===== src/rtl/chess_pkg.sv =====
// Shared chess definitions: bitboard plane indices, square numbering, file masks
// and directional shift / sliding-ray helpers used by the move hardware.
package chess_pkg;

  localparam int BP = 0;
  localparam int BN = 1;
  localparam int BB = 2;
  localparam int BR = 3;
  localparam int BQ = 4;
  localparam int BK = 5;
  localparam int WP = 6;
  localparam int WN = 7;
  localparam int WB = 8;
  localparam int WR = 9;
  localparam int WQ = 10;
  localparam int WK = 11;

  localparam logic [63:0] NOT_A  = 64'hFEFE_FEFE_FEFE_FEFE;
  localparam logic [63:0] NOT_AB = 64'hFCFC_FCFC_FCFC_FCFC;
  localparam logic [63:0] NOT_H  = 64'h7F7F_7F7F_7F7F_7F7F;
  localparam logic [63:0] NOT_GH = 64'h3F3F_3F3F_3F3F_3F3F;

  function automatic logic [5:0] square(input logic [2:0] file, input logic [2:0] rank);
    return {rank, file};
  endfunction

  // Direction codes: 0 N, 1 S, 2 E, 3 W, 4 NE, 5 NW, 6 SE, 7 SW.
  function automatic logic [63:0] shift_dir(input logic [63:0] bb, input logic [2:0] dir);
    logic [63:0] r;
    case (dir)
      3'd0:    r = bb << 8;
      3'd1:    r = bb >> 8;
      3'd2:    r = (bb << 1) & NOT_A;
      3'd3:    r = (bb >> 1) & NOT_H;
      3'd4:    r = (bb << 9) & NOT_A;
      3'd5:    r = (bb << 7) & NOT_H;
      3'd6:    r = (bb >> 7) & NOT_A;
      default: r = (bb >> 9) & NOT_H;
    endcase
    return r;
  endfunction

  // Occluded fill through empty squares, then one more step so the first blocker is included.
  function automatic logic [63:0] ray_attacks(input logic [63:0] sliders, input logic [63:0] empty,
                                              input logic [2:0] dir);
    logic [63:0] flood;
    logic [63:0] gen;
    flood = sliders;
    gen   = sliders;
    for (int i = 0; i < 6; i++) begin
      gen   = shift_dir(gen, dir) & empty;
      flood = flood | gen;
    end
    return shift_dir(flood, dir);
  endfunction

endpackage


===== src/rtl/attack_set.sv =====
// Combinational attack set for one colour: every square attacked by that colour's
// pieces in the given position, including occupied squares of either colour.
module attack_set
  import chess_pkg::*;
(
  input  logic [767:0] position,
  input  logic         is_white,
  output logic [63:0]  attacks
);

  logic [9:0]  base;
  logic [63:0] pawns, knights, bishops, rooks, queens, kings;
  logic [63:0] occ, empty, diag, orth;
  logic [63:0] pawn_att, knight_att, king_att, slide_att;

  always_comb begin
    base    = is_white ? 10'd384 : 10'd0;
    pawns   = position[base +: 64];
    knights = position[base + 10'd64 +: 64];
    bishops = position[base + 10'd128 +: 64];
    rooks   = position[base + 10'd192 +: 64];
    queens  = position[base + 10'd256 +: 64];
    kings   = position[base + 10'd320 +: 64];

    occ = '0;
    for (int p = 0; p < 12; p++) occ = occ | position[p*64 +: 64];
    empty = ~occ;
    diag  = bishops | queens;
    orth  = rooks | queens;

    if (is_white)
      pawn_att = ((pawns << 9) & NOT_A) | ((pawns << 7) & NOT_H);
    else
      pawn_att = ((pawns >> 7) & NOT_A) | ((pawns >> 9) & NOT_H);

    knight_att = ((knights << 17) & NOT_A)  | ((knights << 15) & NOT_H)
               | ((knights << 10) & NOT_AB) | ((knights << 6)  & NOT_GH)
               | ((knights >> 6)  & NOT_AB) | ((knights >> 10) & NOT_GH)
               | ((knights >> 15) & NOT_A)  | ((knights >> 17) & NOT_H);

    king_att = '0;
    for (int d = 0; d < 8; d++) king_att = king_att | shift_dir(kings, 3'(d));

    slide_att = '0;
    for (int d = 0; d < 4; d++) slide_att = slide_att | ray_attacks(orth, empty, 3'(d));
    for (int d = 4; d < 8; d++) slide_att = slide_att | ray_attacks(diag, empty, 3'(d));

    attacks = pawn_att | knight_att | king_att | slide_att;
  end

endmodule


===== src/rtl/castling_unit.sv =====
// Registered castling validator/executor: checks a king move against the castling
// rules and emits the castled position, occupancy and both attack sets one cycle later.
module castling_unit
  import chess_pkg::*;
(
  input  logic         clk,
  input  logic         rst_n,
  input  logic [2:0]   old_file,
  input  logic [2:0]   old_rank,
  input  logic [2:0]   new_file,
  input  logic [2:0]   new_rank,
  input  logic         is_white,
  input  logic [767:0] position,
  output logic         castling_is_valid,
  output logic [767:0] castled,
  output logic [63:0]  all_castled,
  output logic [63:0]  white_attack_set,
  output logic [63:0]  black_attack_set
);

  logic [63:0]  white_att, black_att, occ, opp_att, all_d;
  logic [767:0] castled_d;
  logic         valid_d, ks_req, qs_req, ks_ok, qs_ok;
  logic [2:0]   home_rank;
  logic [9:0]   king_base, rook_base, row_base;
  logic [7:0]   king_row, rook_row, occ_row, att_row;

  attack_set u_white_att (.position(position), .is_white(1'b1), .attacks(white_att));
  attack_set u_black_att (.position(position), .is_white(1'b0), .attacks(black_att));

  always_comb begin
    occ = '0;
    for (int p = 0; p < 12; p++) occ = occ | position[p*64 +: 64];
  end

  // Rights are inferred purely from king and rook standing on their home squares.
  always_comb begin
    home_rank = is_white ? 3'd0 : 3'd7;
    king_base = is_white ? 10'(WK*64) : 10'(BK*64);
    rook_base = is_white ? 10'(WR*64) : 10'(BR*64);
    row_base  = {4'd0, square(3'd0, home_rank)};
    opp_att   = is_white ? black_att : white_att;

    king_row = position[king_base + row_base +: 8];
    rook_row = position[rook_base + row_base +: 8];
    occ_row  = occ[row_base[5:0] +: 8];
    att_row  = opp_att[row_base[5:0] +: 8];

    ks_req = (old_file == 3'd4) && (old_rank == home_rank) &&
             (new_file == 3'd6) && (new_rank == home_rank);
    qs_req = (old_file == 3'd4) && (old_rank == home_rank) &&
             (new_file == 3'd2) && (new_rank == home_rank);

    ks_ok = ks_req && king_row[4] && rook_row[7] && ~|occ_row[6:5] && ~|att_row[6:4];
    qs_ok = qs_req && king_row[4] && rook_row[0] && ~|occ_row[3:1] && ~|att_row[4:2];
    valid_d = ks_ok | qs_ok;

    castled_d = position;
    if (ks_ok) begin
      castled_d[king_base + row_base + 10'd4] = 1'b0;
      castled_d[king_base + row_base + 10'd6] = 1'b1;
      castled_d[rook_base + row_base + 10'd7] = 1'b0;
      castled_d[rook_base + row_base + 10'd5] = 1'b1;
    end
    if (qs_ok) begin
      castled_d[king_base + row_base + 10'd4] = 1'b0;
      castled_d[king_base + row_base + 10'd2] = 1'b1;
      castled_d[rook_base + row_base + 10'd0] = 1'b0;
      castled_d[rook_base + row_base + 10'd3] = 1'b1;
    end

    all_d = '0;
    for (int p = 0; p < 12; p++) all_d = all_d | castled_d[p*64 +: 64];
  end

  always_ff @(posedge clk or negedge rst_n) begin
    if (!rst_n) begin
      castling_is_valid <= 1'b0;
      castled           <= '0;
      all_castled       <= '0;
      white_attack_set  <= '0;
      black_attack_set  <= '0;
    end else begin
      castling_is_valid <= valid_d;
      castled           <= castled_d;
      all_castled       <= all_d;
      white_attack_set  <= white_att;
      black_attack_set  <= black_att;
    end
  end

endmodule


===== config.mk =====
export PLATFORM = sky130hd
export DESIGN_NAME = castling_unit
export DESIGN_NICKNAME = d
export VERILOG_FILES = /design/src/rtl/chess_pkg.sv /design/src/rtl/attack_set.sv /design/src/rtl/castling_unit.sv
export SDC_FILE = /design/constraint.sdc
export NUM_CORES = 2
export LEC_CHECK = 0
export CORE_AREA = 8 8 678 680
export CTS_CLUSTER_SIZE = 28
export DETAILED_ROUTE_END_ITERATION = 10
export DIE_AREA = 0 0 686 688
export PLACE_DENSITY = 0.3
export SKIP_LAST_GASP = 1
export SLEW_MARGIN = 20
export SYNTH_ARGS = -nofsm -noshare
export SYNTH_HDL_FRONTEND = slang
export SYNTH_HIERARCHICAL = 1
export SYNTH_SLANG_ARGS = --single-unit
export TNS_END_PERCENT = 10

===== constraint.sdc =====
create_clock -name clk -period 0.8 [get_ports clk]
set_input_delay 0.16 -clock clk [delete_from_list [all_inputs] [get_ports clk]]
set_output_delay 0.16 -clock clk [all_outputs]
set_load 0.05 [all_outputs]

==> results.txt <==
Largest stage delay on the critical path -> 0.53 ns
M1 GR Usage -> 0.392
Largest net degree at the start of global routing -> 398
FP Rows -> 247
Worst Path Max Fanout -> 8
CTS root buf -> clkbuf_16
Most common cell after layout, fill and taps aside -> buf_4
RD Place Congestion -> 0.977
Synth unique cells -> 91
Worst-path clk slew -> 0.06 ns
Post-synthesis sequential area ratio -> 0.465
ANT nets after route -> 0
VDD IR max -> 1440 uV
Antenna violations before repair -> 379
Max Cap Viol -> 0
Rel. slew slack -> -0.429
Syn avg cell area -> 9.24 um^2
H-tree Lvls -> 4
WL/cell -> 45.6 um
Clk sinks -> 961
CTS tree -> yes
DP Wirelength -> 658000 um
Pleak -> 56.4 nW
Critical Path Start Type -> primary input
Slew @ Worst Pin -> 2.13 ns
Most frequent cells in the layout -> buf_4 (2748), buf_12 (1212), dfrtp_1 (961)
I/O Pins -> 1744
GR Util All Layers -> 0.325
Primary FF master, synth -> dfrtp_1
Buf+Inv Stages, Crit Path -> 6
DR vias/cell -> 4.89
Failing checks -> hold timing, slew limit, setup timing
Vias in the first global route -> 85400
Deepest clock path buffer count -> 4
Met3 Use GR -> 0.0808
Ratio of cells with drive above 1 in the final layout -> 0.519
Crit-path cells -> clkdlybuf4s50_1 -> buf_6 -> nor2_1 -> and4_4 -> nor2_4 -> a211oi_2 -> buf_6 -> a31o_2 -> a2111o_1 -> nor4b_2 -> buf_4 -> a31oi_4 -> a2111oi_4 -> buf_6 -> buf_12 -> nand2_8 -> a31o_1
Crit-path leading delay family -> compound AO/OA/AOI/OAI gates
Status -> finished with violations
Final Hold Fails -> 28
Die area -> 472000 um^2
Worst min path class -> in2reg
Grt total ovfl -> 0
Met2 usage -> 0.547
Unrepaired setup endpoints after global routing -> true
Cell mode on critical path -> buf_6
Fillers -> 47000
Via count -> 87100
Yosys reg bits -> 961
Final setup margin -> -2.26 ns
Post-Synth Adder-Cell Area -> 0
Endpoint class of the critical path -> register
Critical path type -> in2reg
DRT Wirelength -> 812000 um
Largest family of logic cells by synthesized area -> simple AND/OR/NAND/NOR gates
Yosys warns -> 6
Starting Density -> 0.115
Setup violators final -> 1173
Post-synthesis xor/xnor area fraction -> 0
Min-delay src -> position[222]
CTS buffer count -> 139
PortBufs -> 1743
WHS -> -0.218 ns
Multiplexer share of the synthesized area -> 0.0119
DRT iter0 DRCs -> 9446
Cell Area, Synth -> 51700 um^2
Global-route wire length before repair -> 998000 um
CP arrival -> 3.84 ns
Asr flop ratio synth -> 1.00
Die width -> 686 um
Max Clk Rate -> 327 MHz
CP max-delay cell -> a2111o_1
Drt first pass iters -> 6
Finished Cell Area -> 137000 um^2
Nets -> 12300
Post-DP Area -> 110000 um^2
EDFF count, synth -> 0
Drt drc -> 0
Synth Area in Compound Gates -> 0.176
Core Area -> 450000 um^2
Final period utilization -> 3.82
Post-Synth Simple-Gate Area -> 0.317
PwrDens -> 1350 nW/um^2
Setup TNS -> -1011.85 ns
Busiest grt layer -> met2
Synthesis-to-layout area growth -> 166%
Chip height -> 688 um
Cell count after synthesis -> 5593
Crit path time final -> 3.06 ns
Max-slew violations -> 17
Critical Path RT -> 1.59 ns
Crit path from -> position[218]
-- Yosys cell counts, types with 34 or more instances --
| cell type | n | area, um^2 |
|---|---|---|
| o32ai_1 | 36 | 315 |
| nor4_1 | 635 | 3970 |
| buf_6 | 39 | 439 |
| buf_2 | 63 | 315 |
| nor4b_1 | 34 | 298 |
| buf_4 | 36 | 270 |
| a21oi_1 | 498 | 2490 |
| nand2b_1 | 76 | 475 |
| mux2i_1 | 52 | 521 |
| o21ai_0 | 116 | 581 |
| or4_1 | 78 | 586 |
| a211oi_1 | 69 | 518 |
| o2111ai_1 | 37 | 324 |
| o211ai_1 | 38 | 285 |
| nand4_1 | 126 | 788 |
| and4_1 | 98 | 858 |
| o22ai_1 | 106 | 663 |
| nor3_1 | 591 | 2960 |
| nand3_1 | 155 | 776 |
| clkbuf_1 | 76 | 285 |
| nand2_1 | 154 | 578 |
| dfrtp_1 | 961 | 24000 |
| nor2_1 | 659 | 2470 |
| inv_1 | 44 | 165 |
| nor3b_1 | 124 | 931 |
| o32a_1 | 48 | 480 |
| a2111oi_0 | 80 | 701 |
| or3_1 | 45 | 282 |
-- stage by stage --
stage                     worst slack, ns  hold WS, ns  utilization  instances  total power [W]
after global routing                -2.24       -0.240        0.305      17700            0.190
final                               -2.26       -0.218        0.305      17800            0.186
after detailed placement            -4.75        0.324        0.244      16100            0.110
after global placement              -5.32        0.325        0.244      16100            0.111
after floorplan                     -2.34       -0.136            -       5598           0.0662
after CTS                           -2.32       -0.357        0.287      17200            0.182
-- metal layers --
metal	up-vias	routed length (um)
li1	34400	-
met1	45200	319000
met4	98	48600
met2	5651	378000
met5	-	650
met3	1665	65200
-- final timing paths --
check | endpoint | slack [ns] | cells after the start
max | all_castled[60] | -2.26 | 17
min | all_castled[30] | -0.22 | 4
max in group asynchronous | all_castled[41] | -0.13 | 5
min in group asynchronous | castled[334] | 0.06 | 4
-- worst min-delay path, delay by kind of cell --
family	cells	cell delay, ns
buf+inv	2	0.34
simple gates	2	0.15
-- report_power, final --
part	internal, W	leakage (nW)	total, W	switching, W
Clock	0.0375	2.22	0.0645	0.0270
Sequential	0.0506	10.6	0.0525	0.00183
Combinational	0.0282	43.6	0.0691	0.0409
-- flip-flops by register name, summed over array words and instances (netlist names) --
register	count
castled	768
all_castled	64
black_attack_set	64
white_attack_set	64
castling_is_valid	1
-- area by class of cell --
| cell class | instances | area (um^2) | area share |
|---|---|---|---|
| diodes | 233 | 583 | 0.00425 |
| inverters | 44 | 165 | 0.00120 |
| clock buffers | 189 | 3930 | 0.0286 |
| repair buffers | 5968 | 65600 | 0.477 |
| flip-flops and latches | 961 | 24000 | 0.175 |
| clock inverters | 50 | 586 | 0.00426 |
| well taps | 5976 | 7480 | 0.0544 |
| multi-input cells | 4371 | 35000 | 0.255 |
-- logic make-up (layout without fill, tap and decap cells) --
kind of cell	count (synthesis)	count (layout)
buf+inv	266	6251
flops	961	961
compound gates	1350	1350
simple gates	2954	2954
other cells	2	240
mux	60	60
-- repair_timing --
action	CTS	global route
gates cloned	0	2
endpoints found under the setup margin	1136	1170
hold buffers	594	133
pin swaps	306	370
setup buffers	325	267
resized for setup	2122	1516
hold endpoints to repair	1597	134
No activity file was read; power rests on OpenSTA's default activity.
